[src/rtl/gemini_pipe_pkg.sv]
// rtl/gemini_pipe_pkg.sv - shared types and helpers for the pipe_reg_skid stage
// Contents: pipe_state_e (EMPTY/FULL/SKID, value equals beats held),
//           LANES_MAX, lane_lsb() payload slice helper.
package gemini_pipe_pkg;

  typedef enum logic [1:0] {
    ST_EMPTY = 2'd0,
    ST_FULL  = 2'd1,
    ST_SKID  = 2'd2
  } pipe_state_e;

  localparam int LANES_MAX = 4;

  // Lowest bit of lane 'lane' inside a packed multi-lane payload.
  function automatic int lane_lsb(input int lane, input int width);
    return lane * width;
  endfunction

endpackage

[src/rtl/pipe_lane_reg.sv]
// rtl/pipe_lane_reg.sv - one lane entry: valid bit plus W-bit payload
// Ports: clk, rst (sync, active-high), clr (zero entry), load (capture d_*),
//        d_valid/d_data (next entry), q_valid/q_data (held entry).
module pipe_lane_reg
  import gemini_pipe_pkg::*;
#(
  parameter int W = 256
) (
  input  logic         clk,
  input  logic         rst,
  input  logic         clr,
  input  logic         load,
  input  logic         d_valid,
  input  logic [W-1:0] d_data,
  output logic         q_valid,
  output logic [W-1:0] q_data
);

  // Bubble lanes are stored with zero data so invalid lanes always read zero.
  always_ff @(posedge clk) begin
    if (rst || clr) begin
      q_valid <= 1'b0;
      q_data  <= '0;
    end else if (load) begin
      q_valid <= d_valid;
      q_data  <= d_valid ? d_data : '0;
    end
  end

endmodule

[src/rtl/pipe_reg_skid.sv]
// rtl/pipe_reg_skid.sv - multi-lane pipeline register with optional 2-entry skid buffer
// Ports: clk, rst (sync, active-high), flush (applies when out_ready=1),
//        exception_flush (unconditional), in_valid/in_data/in_ready (upstream),
//        out_valid/out_data/out_ready (downstream), occupancy (beats held).
module pipe_reg_skid
  import gemini_pipe_pkg::*;
#(
  parameter int DATA_W = 256,
  parameter int LANES  = 2,
  parameter int SKID   = 1
) (
  input  logic                    clk,
  input  logic                    rst,
  input  logic                    flush,
  input  logic                    exception_flush,
  input  logic [LANES-1:0]        in_valid,
  input  logic [LANES*DATA_W-1:0] in_data,
  output logic                    in_ready,
  output logic [LANES-1:0]        out_valid,
  output logic [LANES*DATA_W-1:0] out_data,
  input  logic                    out_ready,
  output logic [1:0]              occupancy
);

  pipe_state_e state, state_n;

  logic [LANES-1:0]        s_valid;
  logic [LANES*DATA_W-1:0] s_data;

  logic beat_in, beat_out, in_xfer, out_xfer, kill;
  logic m_load_in, m_load_s, m_clr, s_load, s_clr;

  assign beat_in  = |in_valid;
  assign beat_out = |out_valid;
  assign in_xfer  = beat_in & in_ready;
  assign out_xfer = beat_out & out_ready;

  // A plain flush only lands on a cycle the held beat is consumed; otherwise
  // the requester keeps it asserted and normal hold behaviour continues.
  assign kill = exception_flush | (flush & out_ready);

  generate
    if (SKID != 0) begin : g_rdy_reg
      // Registered ready: depends only on state, no path from out_ready.
      assign in_ready = (state != ST_SKID);
    end else begin : g_rdy_comb
      assign in_ready = !beat_out || out_ready;
    end
  endgenerate

  assign occupancy = 2'(state);

  always_ff @(posedge clk) begin
    if (rst) state <= ST_EMPTY;
    else     state <= state_n;
  end

  always_comb begin
    state_n   = state;
    m_load_in = 1'b0;
    m_load_s  = 1'b0;
    m_clr     = 1'b0;
    s_load    = 1'b0;
    s_clr     = 1'b0;
    if (kill) begin
      state_n = ST_EMPTY;
      m_clr   = 1'b1;
      s_clr   = 1'b1;
    end else begin
      unique case (state)
        ST_EMPTY: begin
          if (in_xfer) begin
            m_load_in = 1'b1;
            state_n   = ST_FULL;
          end
        end
        ST_FULL: begin
          if (out_xfer && in_xfer) begin
            m_load_in = 1'b1;
          end else if (out_xfer) begin
            m_clr   = 1'b1;
            state_n = ST_EMPTY;
          end else if (in_xfer && (SKID != 0)) begin
            s_load  = 1'b1;
            state_n = ST_SKID;
          end
        end
        ST_SKID: begin
          if (out_xfer) begin
            m_load_s = 1'b1;
            s_clr    = 1'b1;
            state_n  = ST_FULL;
          end
        end
        default: state_n = ST_EMPTY;
      endcase
    end
  end

  for (genvar i = 0; i < LANES; i++) begin : g_lane
    localparam int LSB = lane_lsb(i, DATA_W);

    logic              m_d_valid;
    logic [DATA_W-1:0] m_d_data;

    // M refills from S when draining the skid entry, otherwise from the input.
    assign m_d_valid = m_load_s ? s_valid[i]              : in_valid[i];
    assign m_d_data  = m_load_s ? s_data[LSB +: DATA_W]   : in_data[LSB +: DATA_W];

    pipe_lane_reg #(.W(DATA_W)) u_m (
      .clk     (clk),
      .rst     (rst),
      .clr     (m_clr),
      .load    (m_load_in | m_load_s),
      .d_valid (m_d_valid),
      .d_data  (m_d_data),
      .q_valid (out_valid[i]),
      .q_data  (out_data[LSB +: DATA_W])
    );

    if (SKID != 0) begin : g_s
      pipe_lane_reg #(.W(DATA_W)) u_s (
        .clk     (clk),
        .rst     (rst),
        .clr     (s_clr),
        .load    (s_load),
        .d_valid (in_valid[i]),
        .d_data  (in_data[LSB +: DATA_W]),
        .q_valid (s_valid[i]),
        .q_data  (s_data[LSB +: DATA_W])
      );
    end else begin : g_no_s
      assign s_valid[i]            = 1'b0;
      assign s_data[LSB +: DATA_W] = '0;
    end
  end

endmodule

[config.mk]
export PLATFORM = sky130hd
export DESIGN_NAME = pipe_reg_skid
export DESIGN_NICKNAME = d
export VERILOG_FILES = /design/src/rtl/gemini_pipe_pkg.sv /design/src/rtl/pipe_lane_reg.sv /design/src/rtl/pipe_reg_skid.sv
export SDC_FILE = /design/constraint.sdc
export NUM_CORES = 2
export LEC_CHECK = 0
export ABC_CLOCK_PERIOD_IN_PS = 2500
export BUFFER_PORTS_ARGS = -buffer_cell sky130_fd_sc_hd__buf_4
export CAP_MARGIN = 20
export CORE_AREA = 2 2 403 405
export DETAILED_ROUTE_END_ITERATION = 12
export DIE_AREA = 0 0 405 407
export PLACE_DENSITY_LB_ADDON = 0.1
export SLEW_MARGIN = 20
export SYNTH_ARGS = -nofsm -noshare
export SYNTH_HDL_FRONTEND = slang
export SYNTH_SLANG_ARGS = --single-unit
[constraint.sdc]
create_clock -name clk -period 2.5 [get_ports clk]
set_clock_uncertainty 0.05 [all_clocks]
set_input_delay 0.125 -clock clk [delete_from_list [all_inputs] [get_ports clk]]
set_output_delay 0.125 -clock clk [all_outputs]
set_load 0.01 [all_outputs]
Word-level counts from Yosys, hierarchy flattened. Cells that the tools add are included.

Multipliers: 0. Add/subtract/negate cells: 0. Shift-type cells: 0. Reductions and logical operators: 8. Bitwise logic cells: 5. $lt $le $gt $ge: 0. Divide/modulo/power cells: 0. Eq/ne operators: 7. Muxes and demuxes: 29.

Operators with widths (number): $mux 256 (6); $mux 1 (16); $mux 2 (5); $ne 2x2->1 const B (4); $pmux 2 s3 (1); $reduce_or 2->1 (3); $reduce_and 4->1 (1); $and 1x1->1 (3); $ne 3x3->1 const B (1); $eq 2x1->1 const B (1); $eq 2x2->1 const B (1); $logic_not 2->1 (1); $logic_or 1x1->1 (2); $or 1x1->1 (2); $pmux 1 s2 (1); $logic_and 1x1->1 (1).

Register bits after elaboration: 1030. Memory bits (read-only): 0. Bits in latches: 0. Output and inout port bits: 517. Memory bits (writable): 0. Word-level logic and storage cells: 58. Memories kept: 0.

Depth between registers and ports, before layout.
Depth in word-level cells: 7. Gate-level depth with buffers: 9. Gate-level depth less buffers: 5.

Cells and area by module. A second synthesis with hierarchy kept.

Cells, all modules: 5167. Area, all modules: 48206.2 um^2.

By module, submodules not included: pipe_lane_reg (cells an instance 1143, sequential area each 5144.9 um^2, area an instance 9964.6 um^2, times used 4); pipe_reg_skid (cells an instance 595, sequential area each 40.0 um^2, area an instance 8348.0 um^2, times used 1).

Least setup slack after synthesis. OpenSTA, ideal clock, no wires.

Path type: reg2reg. Start point: reg state[0], in the netlist occupancy[0]. End point: reg g_lane[0].u_m.q_data[0]. Path slack: 0.603 ns. Path buffers: 3. Data arrival time: 1.721 ns. Data required time: 2.325 ns. Stages on the path, launching flop included: 9. Clock period less this slack: 1.897 ns. Path through: dfxtp_1 > and2b_2 > inv_4 > nor2_1 > buf_4 > buf_4 > clkbuf_1 > o31ai_1 > a31oi_1.

Longest elaborated chain between the ends: 7.

Ends and longest elaborated chain: start, declared (RTL line pipe_reg_skid.sv:25) `pipe_state_e state, state_n;`; start signal, assigned (RTL line pipe_reg_skid.sv:55) `else state <= state_n;`; $ne 2x2->1 (*) (RTL line pipe_reg_skid.sv:45) `assign in_ready = (state != ST_SKID);`; net in_ready (RTL line pipe_reg_skid.sv:18) `output logic in_ready,`; $and 1x1->1 (*) (RTL line pipe_reg_skid.sv:35) `assign in_xfer = beat_in & in_ready;`; $logic_and 1x1->1 (RTL line pipe_reg_skid.sv:78) `if (out_xfer && in_xfer) begin`; $mux 1 (RTL line pipe_reg_skid.sv:78); $pmux 1 s2 or $mux 1 (tied branches) (RTL line pipe_reg_skid.sv:70) `unique case (state)`; $mux 1 (RTL line pipe_reg_skid.sv:65) `if (kill) begin`; $or 1x1->1 or $logic_or 1x1->1 (tied branches) (RTL line pipe_reg_skid.sv:114, pipe_lane_reg.sv:21); end signal, assigned (RTL line pipe_lane_reg.sv:26) `q_data <= d_valid ? d_data : '0;`; end, declared (RTL line pipe_lane_reg.sv:16) `output logic [W-1:0] q_data`.

The timed path passes the listed nets; every way through them passes the cells marked *. A chain may end at the register's enable or synchronous reset.

Worst setup path after layout.
Start point: reg g_lane[1].u_m.q_valid. End point: reg g_lane[1].u_m.q_data[239].

Longest elaborated chain between the ends: 7.

Ends and longest elaborated chain: start, declared (RTL line pipe_lane_reg.sv:15) `output logic q_valid,`; start signal, assigned (RTL line pipe_lane_reg.sv:25) `q_valid <= d_valid;`; $reduce_or 2->1 (*) (RTL line pipe_reg_skid.sv:34) `assign beat_out = |out_valid;`; $and 1x1->1 (*) (RTL line pipe_reg_skid.sv:36) `assign out_xfer = beat_out & out_ready;`; $logic_and 1x1->1 or $mux 1 (tied branches) (RTL line pipe_reg_skid.sv:78, pipe_reg_skid.sv:80, pipe_reg_skid.sv:89); $mux 1, on equally long branches (RTL line pipe_reg_skid.sv:78, pipe_reg_skid.sv:70); $pmux 1 s2, or another cell as far along (RTL line pipe_reg_skid.sv:70); $mux 1, or another cell as far along (RTL line pipe_reg_skid.sv:65); $or 1x1->1, or another cell as far along (RTL line pipe_reg_skid.sv:114) `.load (m_load_in | m_load_s),`; end signal, assigned (RTL line pipe_lane_reg.sv:26); end, declared (RTL line pipe_lane_reg.sv:16).

Every way passes the cells marked *; elsewhere a longest branch is shown, timed or not.

==> metrics <==
via count=46500; Yosys cell types=33; RSZ-0062 raised after global routing=no; Slew Viols, Final=0; CP Class=reg2reg; 1st-pass router iterations=6; Seq pwr share=41.9%; CP required=between 3 and 4 ns; # rows=roughly 150; Remaining DRCs=0; H-tree depth=3; vias in the first global route=44100; gr ovfl total=0; hold path cells=4; top_reg_cell synth=dfxtp_1; Starting Density=26.4%; initial antenna violation count=27; Max rail drop VDD=0.684 mV; f_max=425 MHz; Syn-to-layout area delta=48.2%; Antenna Nets Post-Route=0; # IOs=1036; min Tclk post-route=2.35 ns; Post-synth EDFFs=0; post-synthesis sequential area ratio=48.8%; Max-Cap Viols=0; Mean Syn Cell Area=7.99 um^2; setup_tns=0 ns; final wirelength=208 mm; share of layout cells above drive strength 1=22.0%; area leader, netlist=dfxtp_1; Setup crit start kind=flop; Synth top area share=roughly half; Skew-Pair Late Insertion Delay=0.74 ns; # setup viols final=0; dpl hpwl=132 mm; Worst-Margin Slew=about 0.82 ns; leakage=22.8 nW; first-pass GRT wire length=302 mm; Pwr Total=0.0414 W; final hold vios=0; DRT iter0 DRCs=approximately 3700; Int Power=a little over 0.03 W; TritonCTS clock tree=done; Die ar.=165000 um^2; YS warnings=0; Die X=405 um; synthesized area=42200 um^2; NumNets Final=roughly 7000; HP Class=in2reg; period utilization=between 90% and 100%; PD cells=662 nW/um^2; clock share of power=a little under half; Die H=407 um; worst-path fanout max=45; clk buf depth=3; clock sink count=slightly above 1000; cells after synthesis=5286; total CTS buffers=121; synth top area cells=dfxtp_1, nand2_1, o31ai_1; clk root buf=clkbuf_16; Slew Limit Headroom=45.2%; Comb power frac=13.0%; WP data arrival=about 3.0 ns; wire per inst=23.6 um; Post-Syn Nets=about 5800; Reg clk slew, reported paths=approximately 0.06 ns; GR Util All Layers=23.8%; DR vias/cell=about 5.3; FFs w/ async S/R, synth=0%; post-layout util=approximately 39%; Net Sw Frac=26.7%; CP endpoint kind=flop; core area=160000 um^2; sw power=between 0.01 and 0.015 W; number of port buffers=1035; synthesized flop and latch total=1030; R2R depth=7; final RePlAce weighted congestion=0.825; largest net degree at the start of global routing=132; outcome=finished, final reports clean
power groups by stage:
stage / Clock, W / Combinational [W] / Sequential [W]
2_1_floorplan: 0 / 0.00168 / 0.0177
3_3_place_gp: 0 / 0.00467 / 0.0177
3_5_place_dp: 0 / 0.00467 / 0.0177
4_1_cts: 0.0191 / 0.00540 / 0.0173
5_1_grt: 0.0198 / 0.00574 / 0.0174
6_report: 0.0187 / 0.00540 / 0.0173
repair_timing:
action,CTS,global route
resized for setup,0,7
setup buffers,0,6
setup endpoints to repair,0,33
endpoints found under the hold margin,1030,0
hold buffers,520,0
through the flow:
stage	cell area [um^2]	hold WS [ns]	setup slack (ns)	std cells
after floorplan	42200	0.242	0.603	5286
after global placement	53000	0.366	0.156	8062
after detailed placement	53000	0.372	0.125	8062
after CTS	62400	0.0907	0.0523	8801
after global routing	62500	0.118	0.0185	8816
final	62600	0.169	0.145	8821
placed cells by master (no fill, tap or decap), drive strengths merged:
master,netlist,layout
a211oi,2,2
clkinv,0,24
clkbuf,380,186
and2b,1,1
dlymetal6s4s,0,1
o21ai,516,516
nor3,1,1
o21ba,1,1
nand2,1028,1028
o31ai,512,512
nand2b,1,1
a21o,1,1
a21boi,2,2
a21oi,515,515
nor2,5,5
buf,247,1248
clkinvlp,0,1
inv,3,4
nor2b,1,1
diode,0,12
dfxtp,1030,1030
a311oi,1,1
and3,1,1
a211o,2,2
o221a,2,2
a31oi,512,512
dlygate4sd3,0,519
or4,1,1
o21a,2,2
nand3,513,513
or2,1,1
nor4,5,5
bufinv,0,10
final cells by class:
class	count	area, um^2
clock buffer	183	3630
clock inverter	36	537
sequential	1030	20600
timing repair buffer	1771	16000
tap	2160	2700
inverter	3	13.8
multi-input combinational	3626	19000
fill	16400	97600
antenna	12	30.0
kinds of logic (layout without fill, tap and decap cells):
logic type / count (synthesis) / in the layout / share of synthesized area, %
buffers and inverters: 630 / 1993 / 6.35
and+or+nand+nor: 1558 / 1558 / 15.6
DFF: 1030 / 1030 / 48.8
other: 0 / 12 / 0
AOI/OAI and AO/OA: 2068 / 2068 / 29.2
cell usage after synthesis, types with 4 or more instances:
| library cell | count |
|---|---|
| o21ai_0 | 515 |
| o31ai_1 | 512 |
| nand2_1 | 1028 |
| dfxtp_1 | 1030 |
| clkbuf_1 | 380 |
| nor4_4 | 4 |
| a21oi_1 | 515 |
| buf_2 | 198 |
| nor2_1 | 5 |
| a31oi_1 | 512 |
| nand3_1 | 513 |
| buf_1 | 36 |
| buf_6 | 5 |
| buf_4 | 8 |
routing by layer:
metal / vias to the layer above / track usage (%) / wire length, um
met5: - / 0 / 182
met4: 30 / 8.10 / 7150
met3: 323 / 5.00 / 14200
met2: 1704 / 37.7 / 95500
met1: 22700 / 31.8 / 91200
li1: 21700 / - / -
flip-flops by register name, summed over array words and instances (netlist names):
signal,cells
g_lane.u_m.q_valid,2
g_lane.u_m.q_data,512
occupancy,2
g_lane.g_s.u_s.q_data,512
g_lane.g_s.u_s.q_valid,2
final timing paths:
kind                                             startpoint                                          to  slack, ns
setup / recovery         g_lane[1].u_m.q_valid$_SDFFE_PP0P_      g_lane[1].u_m.q_data[239]$_SDFFE_PP0P_       0.15
hold / removal                                 in_data[369]  g_lane[1].g_s.u_s.q_data[113]$_SDFFE_PP0P_       0.17
setup reg to reg         g_lane[1].u_m.q_valid$_SDFFE_PP0P_      g_lane[1].u_m.q_data[239]$_SDFFE_PP0P_       0.15
hold reg to reg   g_lane[0].g_s.u_s.q_data[79]$_SDFFE_PP0P_       g_lane[0].u_m.q_data[79]$_SDFFE_PP0P_       0.39
worst max-delay path, cell delays in order, from the launching register on:
cell	delay, ns
dfxtp_1	0.36
o21a_1	0.37
a311oi_4	0.39
buf_4	0.20
buf_4	0.26
buf_12	0.27
o31ai_1	0.12
a31oi_1	0.20
Power figures use the tool's default switching activity.
